[src/rtl/i2c_target_pkg.sv]
// Shared types and constants for the I2C target peripheral.
package i2c_target_pkg;

  typedef enum logic [2:0] {
    StIdle,
    StAddr,
    StAddrAck,
    StRxByte,
    StRxAck,
    StTxByte,
    StTxAck,
    StWaitStop
  } i2c_tgt_state_e;

  // Register select values for addr_i[3:2]
  localparam logic [1:0] I2C_TGT_CTRL = 2'h0;
  localparam logic [1:0] I2C_TGT_STAT = 2'h1;
  localparam logic [1:0] I2C_TGT_RXD  = 2'h2;
  localparam logic [1:0] I2C_TGT_TXD  = 2'h3;

  function automatic logic maj3(input logic a, input logic b, input logic c);
    return (a & b) | (a & c) | (b & c);
  endfunction

endpackage

[src/rtl/i2c_tgt_line_cond.sv]
// I2C line conditioner: 2-FF sync of SCL/SDA, optional 3-sample majority filter
// (enabled by defining I2C_TGT_GLITCH_FILTER_EN), and SCL edge / START / STOP detection.
module i2c_tgt_line_cond (
  input  logic clk_i,
  input  logic rst_ni,
  input  logic scl_i,
  input  logic sda_i,
  output logic sda_o,
  output logic scl_rise_o,
  output logic scl_fall_o,
  output logic start_o,
  output logic stop_o
);

  logic [1:0] scl_sync_q, sda_sync_q;
  logic       scl_c, sda_c;
  logic       scl_prev_q, sda_prev_q;

  // Two-stage synchronisers; idle bus level is high
  always_ff @(posedge clk_i or negedge rst_ni) begin
    if (!rst_ni) begin
      scl_sync_q <= 2'b11;
      sda_sync_q <= 2'b11;
    end else begin
      scl_sync_q <= {scl_sync_q[0], scl_i};
      sda_sync_q <= {sda_sync_q[0], sda_i};
    end
  end

`ifdef I2C_TGT_GLITCH_FILTER_EN
  logic [1:0] scl_hist_q, sda_hist_q;
  logic       scl_filt_q, sda_filt_q;

  // Majority of the last three synced samples rejects single-cycle pulses
  always_ff @(posedge clk_i or negedge rst_ni) begin
    if (!rst_ni) begin
      scl_hist_q <= 2'b11;
      sda_hist_q <= 2'b11;
      scl_filt_q <= 1'b1;
      sda_filt_q <= 1'b1;
    end else begin
      scl_hist_q <= {scl_hist_q[0], scl_sync_q[1]};
      sda_hist_q <= {sda_hist_q[0], sda_sync_q[1]};
      scl_filt_q <= i2c_target_pkg::maj3(scl_sync_q[1], scl_hist_q[0], scl_hist_q[1]);
      sda_filt_q <= i2c_target_pkg::maj3(sda_sync_q[1], sda_hist_q[0], sda_hist_q[1]);
    end
  end

  assign scl_c = scl_filt_q;
  assign sda_c = sda_filt_q;
`else
  assign scl_c = scl_sync_q[1];
  assign sda_c = sda_sync_q[1];
`endif

  // Previous conditioned levels for edge detection
  always_ff @(posedge clk_i or negedge rst_ni) begin
    if (!rst_ni) begin
      scl_prev_q <= 1'b1;
      sda_prev_q <= 1'b1;
    end else begin
      scl_prev_q <= scl_c;
      sda_prev_q <= sda_c;
    end
  end

  assign scl_rise_o = scl_c & ~scl_prev_q;
  assign scl_fall_o = ~scl_c & scl_prev_q;
  // SDA may only move with SCL held high for START/STOP
  assign start_o    = scl_c & scl_prev_q & sda_prev_q & ~sda_c;
  assign stop_o     = scl_c & scl_prev_q & ~sda_prev_q & sda_c;
  assign sda_o      = sda_c;

endmodule

[src/rtl/i2c_target.sv]
// I2C target (responder) on the RIB bus: 7-bit address match, RX/TX byte buffers, ACK/NACK,
// four word registers and a level interrupt. Optional input glitch filter: I2C_TGT_GLITCH_FILTER_EN.
module i2c_target
  import i2c_target_pkg::*;
#(
  parameter logic [6:0]  RESET_ADDR = 7'h42,
  parameter int unsigned ADDR_W     = 32,
  parameter int unsigned DATA_W     = 32
) (
  input  logic              clk_i,
  input  logic              rst_ni,
  input  logic              req_i,
  input  logic              we_i,
  input  logic [ADDR_W-1:0] addr_i,
  input  logic [DATA_W-1:0] data_i,
  output logic [DATA_W-1:0] data_o,
  output logic              ready_o,
  input  logic              scl_i,
  input  logic              sda_i,
  output logic              sda_o,
  output logic              sda_t_o,
  output logic              int_o
);

  logic sda, scl_rise, scl_fall, start, stop;

  i2c_tgt_line_cond u_line_cond (
    .clk_i      (clk_i),
    .rst_ni     (rst_ni),
    .scl_i      (scl_i),
    .sda_i      (sda_i),
    .sda_o      (sda),
    .scl_rise_o (scl_rise),
    .scl_fall_o (scl_fall),
    .start_o    (start),
    .stop_o     (stop)
  );

  i2c_tgt_state_e    state_q, state_d;
  logic [3:0]        cnt_q, cnt_d;
  logic [7:0]        shift_q, shift_d, rx_data_q, rx_data_d, tx_buf_q, tx_buf_d, rx_byte;
  logic [6:0]        own_addr_q, own_addr_d;
  logic              sda_t_q, sda_t_d, ack_q, ack_d, tx_load;
  logic              rx_valid_q, rx_valid_d, overrun_q, overrun_d, underrun_q, underrun_d;
  logic              stop_seen_q, stop_seen_d, dir_q, dir_d, busy_q, busy_d, tx_full_q, tx_full_d;
  logic              en_q, en_d, rxie_q, rxie_d, stie_q, stie_d, ready_q;
  logic [DATA_W-1:0] rdata_q, rdata_d;
  logic              unused_bits;

  assign unused_bits = ^{addr_i, data_i};

  // Bus decode, line-side FSM and flag updates; hardware sets take priority over CPU clears
  always_comb begin
    state_d     = state_q;
    cnt_d       = cnt_q;
    shift_d     = shift_q;
    sda_t_d     = sda_t_q;
    ack_d       = ack_q;
    rx_data_d   = rx_data_q;
    rx_valid_d  = rx_valid_q;
    overrun_d   = overrun_q;
    underrun_d  = underrun_q;
    stop_seen_d = stop_seen_q;
    dir_d       = dir_q;
    busy_d      = busy_q;
    tx_full_d   = tx_full_q;
    tx_buf_d    = tx_buf_q;
    own_addr_d  = own_addr_q;
    en_d        = en_q;
    rxie_d      = rxie_q;
    stie_d      = stie_q;
    rdata_d     = '0;
    tx_load     = 1'b0;
    rx_byte     = {shift_q[6:0], sda};

    if (req_i) begin
      unique case (addr_i[3:2])
        I2C_TGT_CTRL: begin
          if (we_i) begin
            own_addr_d = data_i[14:8];
            stie_d     = data_i[2];
            rxie_d     = data_i[1];
            en_d       = data_i[0];
          end else begin
            rdata_d[14:8] = own_addr_q;
            rdata_d[2:0]  = {stie_q, rxie_q, en_q};
          end
        end
        I2C_TGT_STAT: begin
          if (we_i) begin
            if (data_i[6]) stop_seen_d = 1'b0;
            if (data_i[5]) overrun_d   = 1'b0;
            if (data_i[4]) underrun_d  = 1'b0;
          end else begin
            rdata_d[6:0] = {stop_seen_q, overrun_q, underrun_q, dir_q, busy_q, tx_full_q,
                            rx_valid_q};
          end
        end
        I2C_TGT_RXD: begin
          if (!we_i) begin
            rdata_d[7:0] = rx_data_q;
            rx_valid_d   = 1'b0;
          end
        end
        default: ;  // TXDATA write applied below, after any same-cycle shifter load
      endcase
    end

    if (!en_q) begin
      state_d = StIdle;
      sda_t_d = 1'b0;
      busy_d  = 1'b0;
    end else if (stop) begin
      state_d     = StIdle;
      sda_t_d     = 1'b0;
      busy_d      = 1'b0;
      stop_seen_d = 1'b1;
    end else if (start) begin
      state_d = StAddr;
      cnt_d   = 4'd0;
      sda_t_d = 1'b0;
    end else begin
      unique case (state_q)
        StAddr: begin
          if (scl_rise) begin
            shift_d = rx_byte;
            cnt_d   = cnt_q + 4'd1;
            if (cnt_q == 4'd7) begin
              if (shift_q[6:0] == own_addr_q) begin
                state_d = StAddrAck;
                dir_d   = sda;
                busy_d  = 1'b1;
                ack_d   = 1'b1;
              end else begin
                state_d = StWaitStop;
                busy_d  = 1'b0;
              end
            end
          end
        end
        // Ack phases: cnt=8 first fall drives the ack bit, 9th rise wraps to 0, next fall moves on
        StAddrAck, StRxAck: begin
          if (scl_fall && cnt_q == 4'd8) begin
            sda_t_d = ack_q;
          end else if (scl_rise) begin
            cnt_d = 4'd0;
          end else if (scl_fall && cnt_q == 4'd0) begin
            if (state_q == StAddrAck && dir_q) begin
              state_d = StTxByte;
              tx_load = 1'b1;
            end else begin
              state_d = StRxByte;
              sda_t_d = 1'b0;
            end
          end
        end
        StRxByte: begin
          if (scl_rise) begin
            shift_d = rx_byte;
            cnt_d   = cnt_q + 4'd1;
            if (cnt_q == 4'd7) begin
              state_d = StRxAck;
              if (!rx_valid_q) begin
                rx_data_d  = rx_byte;
                rx_valid_d = 1'b1;
                ack_d      = 1'b1;
              end else begin
                overrun_d = 1'b1;
                ack_d     = 1'b0;
              end
            end
          end
        end
        StTxByte: begin
          if (scl_rise) begin
            cnt_d = cnt_q + 4'd1;
          end else if (scl_fall) begin
            if (cnt_q == 4'd8) begin
              state_d = StTxAck;
              sda_t_d = 1'b0;
            end else begin
              shift_d = {shift_q[6:0], 1'b1};
              sda_t_d = ~shift_q[6];
            end
          end
        end
        StTxAck: begin
          if (scl_rise) begin
            if (sda) state_d = StWaitStop;
            else     cnt_d   = 4'd0;
          end else if (scl_fall && cnt_q == 4'd0) begin
            state_d = StTxByte;
            tx_load = 1'b1;
          end
        end
        default: ;  // StIdle, StWaitStop: only START/STOP matter
      endcase
    end

    if (tx_load) begin
      if (tx_full_q) begin
        shift_d   = tx_buf_q;
        tx_full_d = 1'b0;
      end else begin
        shift_d    = 8'hFF;
        underrun_d = 1'b1;
      end
      sda_t_d = ~shift_d[7];
    end

    if (req_i && we_i && addr_i[3:2] == I2C_TGT_TXD) begin
      tx_buf_d  = data_i[7:0];
      tx_full_d = 1'b1;
    end
  end

  // State and register storage
  always_ff @(posedge clk_i or negedge rst_ni) begin
    if (!rst_ni) begin
      state_q     <= StIdle;
      cnt_q       <= 4'd0;
      shift_q     <= 8'h00;
      sda_t_q     <= 1'b0;
      ack_q       <= 1'b0;
      rx_data_q   <= 8'h00;
      rx_valid_q  <= 1'b0;
      overrun_q   <= 1'b0;
      underrun_q  <= 1'b0;
      stop_seen_q <= 1'b0;
      dir_q       <= 1'b0;
      busy_q      <= 1'b0;
      tx_full_q   <= 1'b0;
      tx_buf_q    <= 8'h00;
      own_addr_q  <= RESET_ADDR;
      en_q        <= 1'b0;
      rxie_q      <= 1'b0;
      stie_q      <= 1'b0;
      ready_q     <= 1'b0;
      rdata_q     <= '0;
    end else begin
      state_q     <= state_d;
      cnt_q       <= cnt_d;
      shift_q     <= shift_d;
      sda_t_q     <= sda_t_d;
      ack_q       <= ack_d;
      rx_data_q   <= rx_data_d;
      rx_valid_q  <= rx_valid_d;
      overrun_q   <= overrun_d;
      underrun_q  <= underrun_d;
      stop_seen_q <= stop_seen_d;
      dir_q       <= dir_d;
      busy_q      <= busy_d;
      tx_full_q   <= tx_full_d;
      tx_buf_q    <= tx_buf_d;
      own_addr_q  <= own_addr_d;
      en_q        <= en_d;
      rxie_q      <= rxie_d;
      stie_q      <= stie_d;
      ready_q     <= req_i;
      rdata_q     <= rdata_d;
    end
  end

  assign data_o  = rdata_q;
  assign ready_o = ready_q;
  assign sda_o   = 1'b0;
  assign sda_t_o = sda_t_q;
  assign int_o   = (rx_valid_q & rxie_q) | (stop_seen_q & stie_q);

endmodule

[config.mk]
export PLATFORM = sky130hd
export DESIGN_NAME = i2c_target
export DESIGN_NICKNAME = d
export VERILOG_FILES = /design/src/rtl/i2c_target_pkg.sv /design/src/rtl/i2c_tgt_line_cond.sv /design/src/rtl/i2c_target.sv
export SDC_FILE = /design/constraint.sdc
export NUM_CORES = 1
export LEC_CHECK = 0
export ABC_CLOCK_PERIOD_IN_PS = 6700
export BUFFER_PORTS_ARGS = -buffer_cell sky130_fd_sc_hd__buf_2
export CORE_MARGIN = 2
export CORE_UTILIZATION = 50
export CTS_CLUSTER_DIAMETER = 100
export DETAILED_ROUTE_END_ITERATION = 10
export PLACE_DENSITY_LB_ADDON = 0.15
export SLEW_MARGIN = 0
export SYNTH_ARGS = -nofsm -noshare
export SYNTH_HDL_FRONTEND = slang
export SYNTH_SLANG_ARGS = --single-unit
[constraint.sdc]
create_clock -name clk_i -period 6.7 [get_ports clk_i]
set_clock_uncertainty 0.15 [all_clocks]
set_input_delay 2.01 -clock clk_i [delete_from_list [all_inputs] [get_ports clk_i]]
set_output_delay 2.01 -clock clk_i [all_outputs]
set_load 0.1 [all_outputs]
==> results.toml <==
[outcome]
status = "completed"

[sta]
timing.final.crit_period_ns = 3.61
setup_slack_ns = 3.09
setup_viol = 0
drv_slew = 0
fmax_mhz = 277
final_hold_viol_count = 0
tightest_slew_ns = 0.874
holdWs_ns = 0.207
post-route-period-util = 0.539
rsz0062_at_grt = "no"
max_slew_margin = 0.417
tns_ns = 0

[cells_and_area]
diodes = 0
final_nets = 420
final_cells = 428
stdcell_area_um2 = 3850
drive_above_1_share = 0.273
syn_to_final_growth_pct = 11.5

[place]
portBuffers = 40
gp_congestion = 0.833
dp_slack_ns = 2.88
placed_cell_area_um2 = 3630
hpwl_um = 4690
post-place-cells = 412

[floorplan]
die_area_um2 = 7600
die_h_um = 87.2
pin_count = 106
coreArea_um2 = 6760
die_w_um = 87.2
start_util = 0.512
rows = 30

[clock_tree]
cts_root_buf = "clkbuf_8"
clock_latency_ns = 0.35
clockBufferDepth = 2
post_cts_resized = 0
h-tree-depth = 3
hold_buffers = 0
cts_tree = "built"
numCtsBuffers = 9
cts.clk_slew.worst_paths_ns = 0.08
post_cts_buffers = 0
numClockSinks = 71

[worst_setup_path]
path_class = "flip-flop to output pin"
cp-end-kind = "output pin"
worstPathMaxFanout = 6
r2r-start = "cnt_q[0]"
cp_data_arrival_time_ns = 1.45
critPathSlowestCell = "dfrtp_1"
rr_worst_depth = 8
crit_buf_inv = 1
cp_data_required_time_ns = 4.54
crit_chain = "a22o_1, buf_2"
r2r_end = "shift_q[6]"
start_kind = "flip-flop"
rrSetupSlack_ns = 4.25
crit_path_start = "rx_valid_q"
critPathMaxStageDelay_ns = 0.48
path_delay_family = "flip-flops"

[min_path]
hold_class = "flip-flop to flip-flop"
worstHoldPathCells = 0
hp-start = "u_line_cond.sda_sync_q[0]"
hold_end = "u_line_cond.sda_sync_q[1]"

[yosys]
syn_area_um2 = 3460
synth_warnings = 0
syn_inst = 305
synth_async_sr_flop_share = 1.00
synth_cell_types = 51
synth.avg_cell_area_um2 = 11.3
ys_seq_area_frac = 0.517
synth_edf_count = 0
ys.flop_type = "dfrtp_1"
ys_seq_elements = 71

[routing]
viasPerCell = 5.55
top_layer = "met4"
via_count = 2377
drt_wl_total_um = 6820
met2_length_um = 3070
postRouteAntennaNets = 0
dr.pass1.iters = 4
drt-met1-wl_um = 3280
wl_met3_um = 327
drt_iter0_drc = 196
drt-wirelength-per-cell_um = 15.9
drcViolationCount = 0

[grt]
grt_pass1_vias = 2196
grtUsageTotal = 0.199
grt_max_degree = 72
grt_pass1_wl_um = 11400
antenna_found_initial = 0
grt-ovfl-total = 0

[pwr]
seqPwrFrac = 0.461
p_leak_nw = 1.85
vdd_drop_max_v = 0.000148
p_sw_w = 0.000412
intPower_w = 0.000783
clkPwrFrac = 0.320
power.density_nw_per_um2 = 310
combPwrFrac = 0.219
switching_share = 0.345

[run]
maxCapViolCount = 0
==> cells in the final DEF (no fill, tap or decap), types with 3 or more instances in the layout <==
cell type and n:
nor2_1 13, mux2i_1 10, xnor2_1 5, mux2_2 24
a211oi_1 3, mux2_1 3, nand3_1 6, dfrtp_1 63
a21oi_1 14, a22oi_1 4, and3_1 10, nand4_1 3
o211ai_1 3, conb_1 18, dfstp_2 8, buf_2 40
o31ai_1 3, a222oi_1 3, xor2_1 3, nor3b_1 7
o21ai_0 13, nand2_1 17, ha_1 7, nand2b_1 7
nor2b_1 4, clkbuf_8 9, inv_1 10
==> power by group through the flow <==
stage | clock network (W) | logic, W | registers (W)
6_report | 0.000382 | 0.000261 | 0.000551
5_1_grt | 0.000408 | 0.000284 | 0.000564
4_1_cts | 0.000388 | 0.000261 | 0.000550
3_5_place_dp | 0 | 0.000260 | 0.000558
3_3_place_gp | 0 | 0.000256 | 0.000556
2_1_floorplan | 0 | 0.000234 | 0.000531
==> worst register-to-register path, stage by stage (launching register included) <==
cell and delay, ns:
dfrtp_1 0.40, inv_1 0.09, ha_1 0.19, nor2b_2 0.19, and2_4 0.18, o32a_1 0.31
or3_1 0.49, mux2i_1 0.24, a21oi_1 0.08
==> state kept, by name (all words and copies together) (netlist names), 2 cells and up <==
register and cells:
data_o 15, rx_data_q 8, tx_buf_q 8, own_addr_q 7, shift_q 7, cnt_q 4, state_q 3, u_line_cond.scl_sync_q 2
u_line_cond.sda_sync_q 2
==> worst max path at each step <==
| stage | end | slack, ns | depth (start not counted) |
|---|---|---|---|
| 4_1_cts | int_o | 3.09 | 2 |
| 3_5_place_dp | rxie_q | 2.88 | 5 |
| 6_report | int_o | 3.09 | 2 |
| 5_1_grt | int_o | 3.03 | 2 |
| 3_3_place_gp | own_addr_q[3] | 2.91 | 5 |
| 2_1_floorplan | int_o | 3.33 | 1 |
==> metrics by stage <==
step | total power (W) | utilization
after floorplan | 0.000766 | -
after global placement | 0.000812 | 0.538
after detailed placement | 0.000818 | 0.538
after CTS | 0.00120 | 0.571
after global routing | 0.00126 | 0.571
final | 0.00119 | 0.571
==> synth_stat cells (2+ instances only) <==
cell,instances,share of area
clkbuf_1,8,0.0087
nor3b_1,7,0.015
a22o_1,2,0.0051
nand4b_1,2,0.0051
ha_1,7,0.025
a222oi_1,3,0.0087
dfrtp_1,63,0.46
a31oi_1,2,0.0036
xnor2_1,5,0.013
nand2_1,17,0.018
o311ai_0,2,0.0051
inv_1,10,0.011
nand3_1,6,0.0087
a22oi_1,4,0.0087
a211oi_1,3,0.0065
dfstp_2,8,0.061
nor2b_1,4,0.0072
buf_2,3,0.0043
mux2i_1,10,0.029
nand4_1,3,0.0054
o21ai_0,13,0.019
and3_1,10,0.018
nor2_1,13,0.014
buf_4,20,0.043
a21oi_1,14,0.020
o32a_1,2,0.0058
nor3_1,2,0.0029
mux2_1,3,0.0098
o211ai_1,3,0.0065
nand3b_1,2,0.0043
mux2_2,24,0.078
nand2b_1,7,0.013
o31ai_1,3,0.0065
xor2_1,3,0.0076
==> cell type report <==
cell class | count | area, um^2
inverters | 10 | 37.5
clock inverters | 6 | 93.8
flip-flops and latches | 71 | 1790
repair buffers | 41 | 208
multi-input cells | 210 | 1500
well taps | 80 | 100
clock buffers | 10 | 128
fillers | 575 | 2900
==> logic make-up after synthesis <==
kind of cell             Yosys count  synth area share
AND/OR/NAND/NOR                   82             0.140
flip-flops                        71             0.517
AO/OA/AOI/OAI                     58             0.112
buffers and inverters             41            0.0673
multiplexers                      37             0.117
XOR/XNOR                           8            0.0203
adder cells (fa/ha/maj)            7            0.0253
other                              1           0.00108
==> layer usage <==
metal  up-vias  GRT usage
li1       1136          -
met4         0     0.0937
met3        11     0.0341
met1      1144      0.297
met2        86      0.282
met5         -          0
No activity file was read; power rests on OpenSTA's default activity.
